===== src/rtl/updown_cnt_tracker.sv =====
// Downstream monitor for a 4-bit up/down counter: classifies each valid step,
// extends the count into a signed multi-turn position and flags illegal jumps.
module updown_cnt_tracker #(
    parameter int WRAP_W = 8
) (
    input  logic                     clk,
    input  logic                     rst_n,
    input  logic [3:0]               cnt_in,
    input  logic                     cnt_vld,
    input  logic                     clr,
    output logic                     dir_up,
    output logic                     dir_dn,
    output logic                     ovf,
    output logic                     unf,
    output logic                     rsync,
    output logic signed [WRAP_W-1:0] wrap_cnt,
    output logic signed [WRAP_W+3:0] pos,
    output logic                     err,
    output logic                     busy
);

    typedef enum logic [1:0] {IDLE, TRACK, ERR} state_t;

    state_t            state, state_nxt;
    logic [3:0]        prev, prev_nxt;
    logic [WRAP_W-1:0] wrap_nxt;
    logic              err_nxt;
    logic              up_nxt, dn_nxt, ovf_nxt, unf_nxt, rsync_nxt;
    logic [3:0]        diff;

    always_comb begin
        state_nxt = state;
        prev_nxt  = prev;
        wrap_nxt  = wrap_cnt;
        err_nxt   = err;
        up_nxt    = 1'b0;
        dn_nxt    = 1'b0;
        ovf_nxt   = 1'b0;
        unf_nxt   = 1'b0;
        rsync_nxt = 1'b0;
        diff      = cnt_in - prev;

        if (clr) begin
            state_nxt = IDLE;
            prev_nxt  = '0;
            wrap_nxt  = '0;
            err_nxt   = 1'b0;
        end else if (cnt_vld) begin
            case (state)
                IDLE: begin
                    prev_nxt  = cnt_in;
                    state_nxt = TRACK;
                end
                TRACK: begin
                    // Unit steps are checked before the zero test so 1->0 and 15->0 stay steps.
                    if (diff == 4'd0) begin
                        prev_nxt = prev;
                    end else if (diff == 4'd1) begin
                        up_nxt   = 1'b1;
                        prev_nxt = cnt_in;
                        if (prev == 4'hF) begin
                            ovf_nxt  = 1'b1;
                            wrap_nxt = wrap_cnt + WRAP_W'(1);
                        end
                    end else if (diff == 4'hF) begin
                        dn_nxt   = 1'b1;
                        prev_nxt = cnt_in;
                        if (prev == 4'h0) begin
                            unf_nxt  = 1'b1;
                            wrap_nxt = wrap_cnt - WRAP_W'(1);
                        end
                    end else if (cnt_in == 4'd0) begin
                        rsync_nxt = 1'b1;
                        wrap_nxt  = '0;
                        prev_nxt  = '0;
                    end else begin
                        err_nxt   = 1'b1;
                        state_nxt = ERR;
                    end
                end
                default: state_nxt = state;
            endcase
        end
    end

    always_ff @(posedge clk or negedge rst_n) begin
        if (!rst_n) begin
            state    <= IDLE;
            prev     <= '0;
            wrap_cnt <= '0;
            err      <= 1'b0;
            dir_up   <= 1'b0;
            dir_dn   <= 1'b0;
            ovf      <= 1'b0;
            unf      <= 1'b0;
            rsync    <= 1'b0;
        end else begin
            state    <= state_nxt;
            prev     <= prev_nxt;
            wrap_cnt <= wrap_nxt;
            err      <= err_nxt;
            dir_up   <= up_nxt;
            dir_dn   <= dn_nxt;
            ovf      <= ovf_nxt;
            unf      <= unf_nxt;
            rsync    <= rsync_nxt;
        end
    end

    assign pos  = {wrap_cnt, prev};
    assign busy = (state == TRACK);

endmodule


===== config.mk =====
export PLATFORM = sky130hd
export DESIGN_NAME = updown_cnt_tracker
export DESIGN_NICKNAME = d
export VERILOG_FILES = /design/src/rtl/updown_cnt_tracker.sv
export SDC_FILE = /design/constraint.sdc
export NUM_CORES = 1
export LEC_CHECK = 0
export ABC_AREA = 1
export CORE_MARGIN = 4
export CORE_UTILIZATION = 45
export DETAILED_ROUTE_END_ITERATION = 6
export PLACE_DENSITY = 0.81
export SETUP_SLACK_MARGIN = 0.02
export SKIP_LAST_GASP = 1
export SLEW_MARGIN = 20
export SYNTH_ARGS = -nofsm -noshare
export SYNTH_HDL_FRONTEND = slang
export SYNTH_SLANG_ARGS = --single-unit

===== constraint.sdc =====
create_clock -name clk -period 2 [get_ports clk]
set_input_delay 0.2 -clock clk [delete_from_list [all_inputs] [get_ports clk]]
set_output_delay 0.2 -clock clk [all_outputs]
set_load 0.005 [all_outputs]

==> run summary, run 1 <==
Die Y = 68.15 um
Iter 0 DRT Violations = 78
CP required = 2.24 ns
Synth Register Bits = 20
Largest register by flop count = wrap_cnt
Sink Count = 20
Skew-Pair Late Insertion Delay = 0.30 ns
Period utilization = 107.3%
H-tree levels = 1
Hold crit path type = primary input to async pin
Die area = 4644 um^2
Die X-Extent = 68.15 um
Most used DFF post-synth = dfrtp_1
CP max stage delay = 0.43 ns
F_max = 466.0 MHz
Actual slew at the worst max-slew pin = 0.5561 ns
Cts bufs inserted = 3
Mapped Nets = 240
Status = finished with violations
Setup violators final = 13
RSZ-0062 raised after global routing = yes
Type of origin of the critical path = register
Worst setup margin = -0.1460 ns
CP Capture Type = register
Rel. slew slack = 62.59%
Largest net degree at the start of global routing = 21
Dominant cells by area after synthesis = dfrtp_1, nand2_1, nand3_1
DR vias/cell = 5.075
Effective utilization at floorplan = 47.66%
DRT Pass-1 Iters = 4
# IOs = 35
Vias = 1629
Worst-case reg-to-reg path depth = 10
Core area = 3416 um^2
Pins Over Slew Limit = 0
Global placer's final weighted congestion = 0.8601
Worst-path fanout max = 8
Root Buffer = clkbuf_4
Clock Path Buffers = 2
Nets@finish = 290
CTS tree = yes
Biggest regs = wrap_cnt: 8 flops, prev: 4 flops, state: 2 flops
Max reg flops = 8
Clock Skew = 0.006211 ns
Share of the synthesized area in the top cell type = 30.75%
Crit path DAT = 2.39 ns
Residual DRC = 0
CP max stage cell = fa_2
Area growth syn-to-layout = 38.97%
Grt total ovfl = 0
Failing checks = negative setup slack
Leak = 1.083 nW
Initial antenna violation count = 0
Port Buffers = 34
Setup CP Type = register to register
Setup TNS = -1.382 ns
Power per Cell Area = 807.7 nW/um^2
Worst-path clk slew = 0.11 ns
Min Tclk post-route = 2.146 ns
Post-synth EDFFs = 0
Gr usage total = 16.92%
First-pass GRT wire length = 6003 um
Crit-path cells = ha_2 > fa_2 > or2_4 > nor2_4 > nand3_4 > nand2_4 > nand2_4 > a21oi_4 > nand3_1 > nand2_1
Row cnt = 21
Post-synthesis sequential area ratio = 30.75%
Share of cells above drive strength 1 = 24.00%
Synth area leader = dfrtp_1
Routed len/inst = 12.16 um
R2R Path Start = prev[0]$_DFFE_PN0P_
Post-DP HPWL = 2912 um
Final hold violation count = 0
Diodes inserted = 0
Total Wirelength = 3902 um
Crit path top cell by count = nand2_4
Synthesized area per cell = 7.203 um^2
Final core utilization = 66.23%
Post-synth ARST share = 100.0%
FF-to-FF setup slack = -0.15 ns
Ys Warns = 0
Maximum VDD drop = 0.5085 mV
Detail Route Antenna Nets = 0
Worst R2R End = wrap_cnt[3]$_DFFE_PN0P_
Post-Syn Instances = 226
Netlist cell types = 31
Vias in the first global route = 1369
Post-synthesis cell area = 1628 um^2
CTS Hold Bufs = 0
Max-cap violation count = 0
## where the power goes
part           internal (mW)  switching [mW]  leakage, nW
registers              0.452          0.0644        0.272
clock network          0.202           0.123       0.0279
logic                  0.455           0.531        0.784
## cell usage in the layout, fill, tap and decap left out, types with 2 or more instances in the layout
cell type | netlist | layout
nor2_4 | 2 | 3
nand2_4 | 2 | 5
nand4_1 | 4 | 4
clkdlybuf4s50_1 | 0 | 33
inv_1 | 29 | 28
nor3_1 | 2 | 2
nor2_1 | 17 | 17
nand2_2 | 7 | 9
nand3_4 | 1 | 3
xor2_1 | 8 | 8
inv_2 | 4 | 5
a21oi_1 | 2 | 2
nand3_1 | 22 | 19
nand2_1 | 63 | 58
nand3_2 | 5 | 6
dfrtp_1 | 20 | 20
clkbuf_4 | 0 | 3
o21ai_0 | 8 | 8
xnor2_1 | 2 | 2
ha_1 | 5 | 3
buf_4 | 8 | 21
## worst max-delay path by stage
stage	start	end	slack, ns	cells after the start
after global routing	prev[0]$_DFFE_PN0P_	wrap_cnt[2]$_DFFE_PN0P_	-0.26	11
final	prev[0]$_DFFE_PN0P_	wrap_cnt[3]$_DFFE_PN0P_	-0.15	10
after detailed placement	cnt_in[0]	wrap_cnt[7]$_DFFE_PN0P_	-0.54	13
after global placement	cnt_in[0]	wrap_cnt[7]$_DFFE_PN0P_	-0.48	12
after CTS	prev[0]$_DFFE_PN0P_	wrap_cnt[0]$_DFFE_PN0P_	-0.16	10
after floorplan	prev[0]$_DFFE_PN0P_	wrap_cnt[5]$_DFFE_PN0P_	-0.12	11
## cell usage after synthesis (all sizes together) (4+ instances only)
cell / n
nand4: 5
dfrtp: 20
o21ai: 9
ha: 5
a21oi: 4
buf: 10
nand3: 28
nor2: 21
nand2: 72
xor2: 8
inv: 33
## repair_timing
action / in CTS / in global routing
resized for setup: 10 / 10
cloned: 0 / 0
endpoints found under the setup margin: 16 / 17
pin swaps: 1 / 2
buffers inserted: 1 / 2
## logic make-up (layout without fill, tap and decap cells)
family	Yosys count	after routing	share of synthesized area, %
muxes	1	1	0.6149
DFF	20	20	30.75
xor gates and xnor gates	10	10	5.381
and+or+nand+nor	132	132	40.66
AOI/OAI and AO/OA	14	14	5.612
buffers and inverters	43	92	11.91
adders and majority gates	6	6	5.073
## final cells by class
cell class	instances	area [um^2]
multi-input cells	163	1031
inverters	33	123.9
clock inverters	1	30.03
flip-flops and latches	20	500.5
well taps	46	57.56
repair buffers	55	496.7
fillers	274	1154
clock buffers	3	22.52
## stage by stage
stage               std cells  setup WS, ns  cell area [um^2]  hold slack (ns)  power [mW]
finish                    321       -0.1460              2262           0.2297       1.827
global route              321       -0.2587              2262           0.2455       1.954
floorplan                 226       -0.1154              1633         -0.09559       1.085
global placement          314       -0.4797              2096           0.4954       1.381
detailed placement        314       -0.5434              2096           0.5070       1.395
CTS                       319       -0.1624              2197           0.2272       1.763
## worst max-delay path, delay by kind of cell, from the launching register on
family                   cells  cell delay [ns]
adder cells (fa/ha/maj)      2             0.61
flip-flops                   1             0.40
AO/OA/AOI/OAI                1             0.24
AND/OR/NAND/NOR              7             0.85
## per-layer routing
| metal | vias up | GRT usage, % | routed length [um] |
|---|---|---|---|
| li1 | 814 | - | - |
| met4 | 0 | 4.963 | 70 |
| met3 | 6 | 3.120 | 171 |
| met1 | 761 | 23.41 | 1886 |
| met2 | 48 | 26.71 | 1773 |
| met5 | - | 0 | 0 |
Note: power is estimated with default switching activity, not from simulation.
==> inputs of run 2 (changes only) <==
--- a/config.mk
+++ b/config.mk
@@ -9,7 +9,7 @@
 export CORE_MARGIN = 4
 export CORE_UTILIZATION = 45
 export DETAILED_ROUTE_END_ITERATION = 6
-export PLACE_DENSITY = 0.81
+export PLACE_DENSITY = 0.78
 export SETUP_SLACK_MARGIN = 0.02
 export SKIP_LAST_GASP = 1
 export SLEW_MARGIN = 20
==> constraint.sdc (replaced) <==
create_clock -name clk -period 2.7 [get_ports clk]
set_input_delay 0.27 -clock clk [delete_from_list [all_inputs] [get_ports clk]]
set_output_delay 0.27 -clock clk [all_outputs]
set_load 0.005 [all_outputs]
==> run summary, run 2 (synthesized netlist as in run 1, its figures left out) <==
Clock Skew = 0.007334 ns
Leak = 0.9811 nW
Crit path top cell by count = nand2_1
Cts bufs inserted = 3
Setup bufs post-CTS = 0
Initial antenna violation count = 0
Die area = 4644 um^2
Max reg flops = 8
CP required = 2.91 ns
Largest register by flop count = wrap_cnt
Gr usage total = 16.75%
Iter 0 DRT Violations = 67
Worst-path clk slew = 0.12 ns
Skew-Pair Late Insertion Delay = 0.31 ns
CP Buf/Inv Count = 2
Min Tclk post-route = 2.424 ns
Commonest non-fill, non-tap cell in the layout = nand2_1
Setup CP Type = primary input to register
Internal power = 0.7499 mW
Effective utilization at floorplan = 47.66%
Sw Pwr = 0.4861 mW
Power per Cell Area = 608.6 nW/um^2
First-pass GRT wire length = 5844 um
Most frequent cells in the layout = nand2_1, clkdlybuf4s50_1, inv_1, nand3_1, dfrtp_1
Post-DP HPWL = 2812 um
Final hold violation count = 0
Area growth syn-to-layout = 24.75%
Total Wirelength = 3590 um
CP max stage delay = 0.45 ns
Diodes inserted = 0
Fill cells = 314
CTS tree = yes
Crit-path cells = clkdlybuf4s50_1 > inv_1 > ha_1 > fa_1 > or2_1 > nor2_4 > nand3_4 > nand2_1 > nand2_2 > nand2_1 > nand3_2 > nand2_1 > nand2_1
Actual slew at the worst max-slew pin = 0.8804 ns
Sequential share of power = 31.8%
Residual DRC = 0
Worst-path fanout max = 8
Maximum VDD drop = 0.4025 mV
Global placer's final weighted congestion = 0.8695
Crit path max-delay family = simple AND/OR/NAND/NOR gates
Clock Path Buffers = 2
F_max = 412.5 MHz
Logic pwr share = 48.2%
Row cnt = 21
Detail Route Antenna Nets = 0
Setup violators final = 0
Grt total ovfl = 0
Crit path DAT = 2.64 ns
Rel. slew slack = 41.12%
Die Y = 68.15 um
Tot Pwr = 1.236 mW
CP Capture Type = register
# IOs = 35
Vias in the first global route = 1315
Largest net degree at the start of global routing = 21
Biggest regs = wrap_cnt: 8 flops, prev: 4 flops, state: 2 flops
DR vias/cell = 4.818
CTS resizes = 0
Status = finished, final reports clean
Core area = 3416 um^2
Final core utilization = 59.45%
Hold crit path type = primary input to async pin
Pins Over Slew Limit = 0
Period utilization = 89.78%
Routed len/inst = 11.85 um
RSZ-0062 raised after global routing = no
Setup TNS = 0 ns
CP max stage cell = clkdlybuf4s50_1
Nets@finish = 272
Type of origin of the critical path = primary input
Root Buffer = clkbuf_4
CTS Hold Bufs = 0
Sink Count = 20
H-tree levels = 1
Share of cells above drive strength 1 = 13.23%
Die X-Extent = 68.15 um
Max-cap violation count = 0
Storage cell area = 500.5 um^2
Footprint of the multi-input gates = 933.4 um^2
Clock power share = 20.0%
Switching Share = 39.33%
Port Buffers = 34
DRT Pass-1 Iters = 4
Vias = 1460
[run 2: changes by cell type in the layout (fill, tap and decap cells not counted), sizes merged]
| cell | previous run | this run |
|---|---|---|
| buf | 21 | 3 |
| clkdlybuf4s50 | 33 | 34 |
| dlygate4sd2 | 1 | 0 |
[run 2: power groups by stage]
stage	clock network [mW]	registers, mW	logic [mW]
2_1_floorplan	0	0.380	0.423
3_3_place_gp	0	0.397	0.585
3_5_place_dp	0	0.397	0.595
4_1_cts	0.253	0.392	0.599
5_1_grt	0.265	0.400	0.669
6_report	0.247	0.393	0.596
[run 2: cell type report]
class	instances	area share, %
Clock buffer	3	1.109
Clock inverter	1	1.479
Inverter	33	6.100
Multi-Input combinational cell	163	45.96
Sequential cell	20	24.65
Tap cell	46	2.834
Timing Repair Buffer	37	17.87
[run 2: metal layers]
layer	global-route usage [%]	share of wire (%)	wire length, um
met1	22.91	47	1695
met2	25.63	46	1666
met3	2.956	4.7	167
met4	7.444	1.7	61
met5	0	0	0
[run 2: metrics by stage]
| stage | setup WS [ns] | cell area (um^2) | hold slack, ns | cells |
|---|---|---|---|---|
| 2_1_floorplan | 0.4894 | 1628 | -0.02559 | 226 |
| 3_3_place_gp | 0.07895 | 1978 | 0.4966 | 299 |
| 3_5_place_dp | -0.05705 | 1978 | 0.5016 | 299 |
| 4_1_cts | 0.2904 | 2031 | 0.4604 | 303 |
| 5_1_grt | 0.1813 | 2031 | 0.5117 | 303 |
| 6_report | 0.2760 | 2031 | 0.4362 | 303 |
[run 2: worst register-to-register path, cell delays in order, from the launching register on]
cell     delay, ns
dfrtp_1       0.44
ha_1          0.23
fa_1          0.45
or2_1         0.27
nor2_4        0.14
nand3_4       0.11
nand2_1       0.11
nand2_2       0.09
nand2_1       0.09
nand3_2       0.18
nand2_1       0.12
nand2_1       0.05
[run 2: path summary, 6_finish.rpt]
check                                     endpoint  depth (start not counted)                 start  slack [ns]
setup / recovery           wrap_cnt[7]$_DFFE_PN0P_                         13             cnt_in[0]        0.28
hold / removal                 prev[2]$_DFFE_PN0P_                          1                 rst_n        0.44
setup reg to reg           wrap_cnt[7]$_DFFE_PN0P_                         11   prev[0]$_DFFE_PN0P_        0.31
hold reg to reg               state[0]$_DFFE_PN0P_                          2  state[0]$_DFFE_PN0P_        0.52
max in group asynchronous         dir_up$_DFF_PN0_                          1                 rst_n        1.71
min in group clk              state[0]$_DFFE_PN0P_                          2  state[0]$_DFFE_PN0P_        0.52
==> inputs of run 3 (changes only) <==
--- a/config.mk
+++ b/config.mk
@@ -12,7 +12,7 @@
 export PLACE_DENSITY = 0.78
 export SETUP_SLACK_MARGIN = 0.02
 export SKIP_LAST_GASP = 1
-export SLEW_MARGIN = 20
+export SLEW_MARGIN = 5
 export SYNTH_ARGS = -nofsm -noshare
 export SYNTH_HDL_FRONTEND = slang
 export SYNTH_SLANG_ARGS = --single-unit
==> results of run 3 <==
Same layout as run 2: the final DEF is identical, and so are final timing and power.
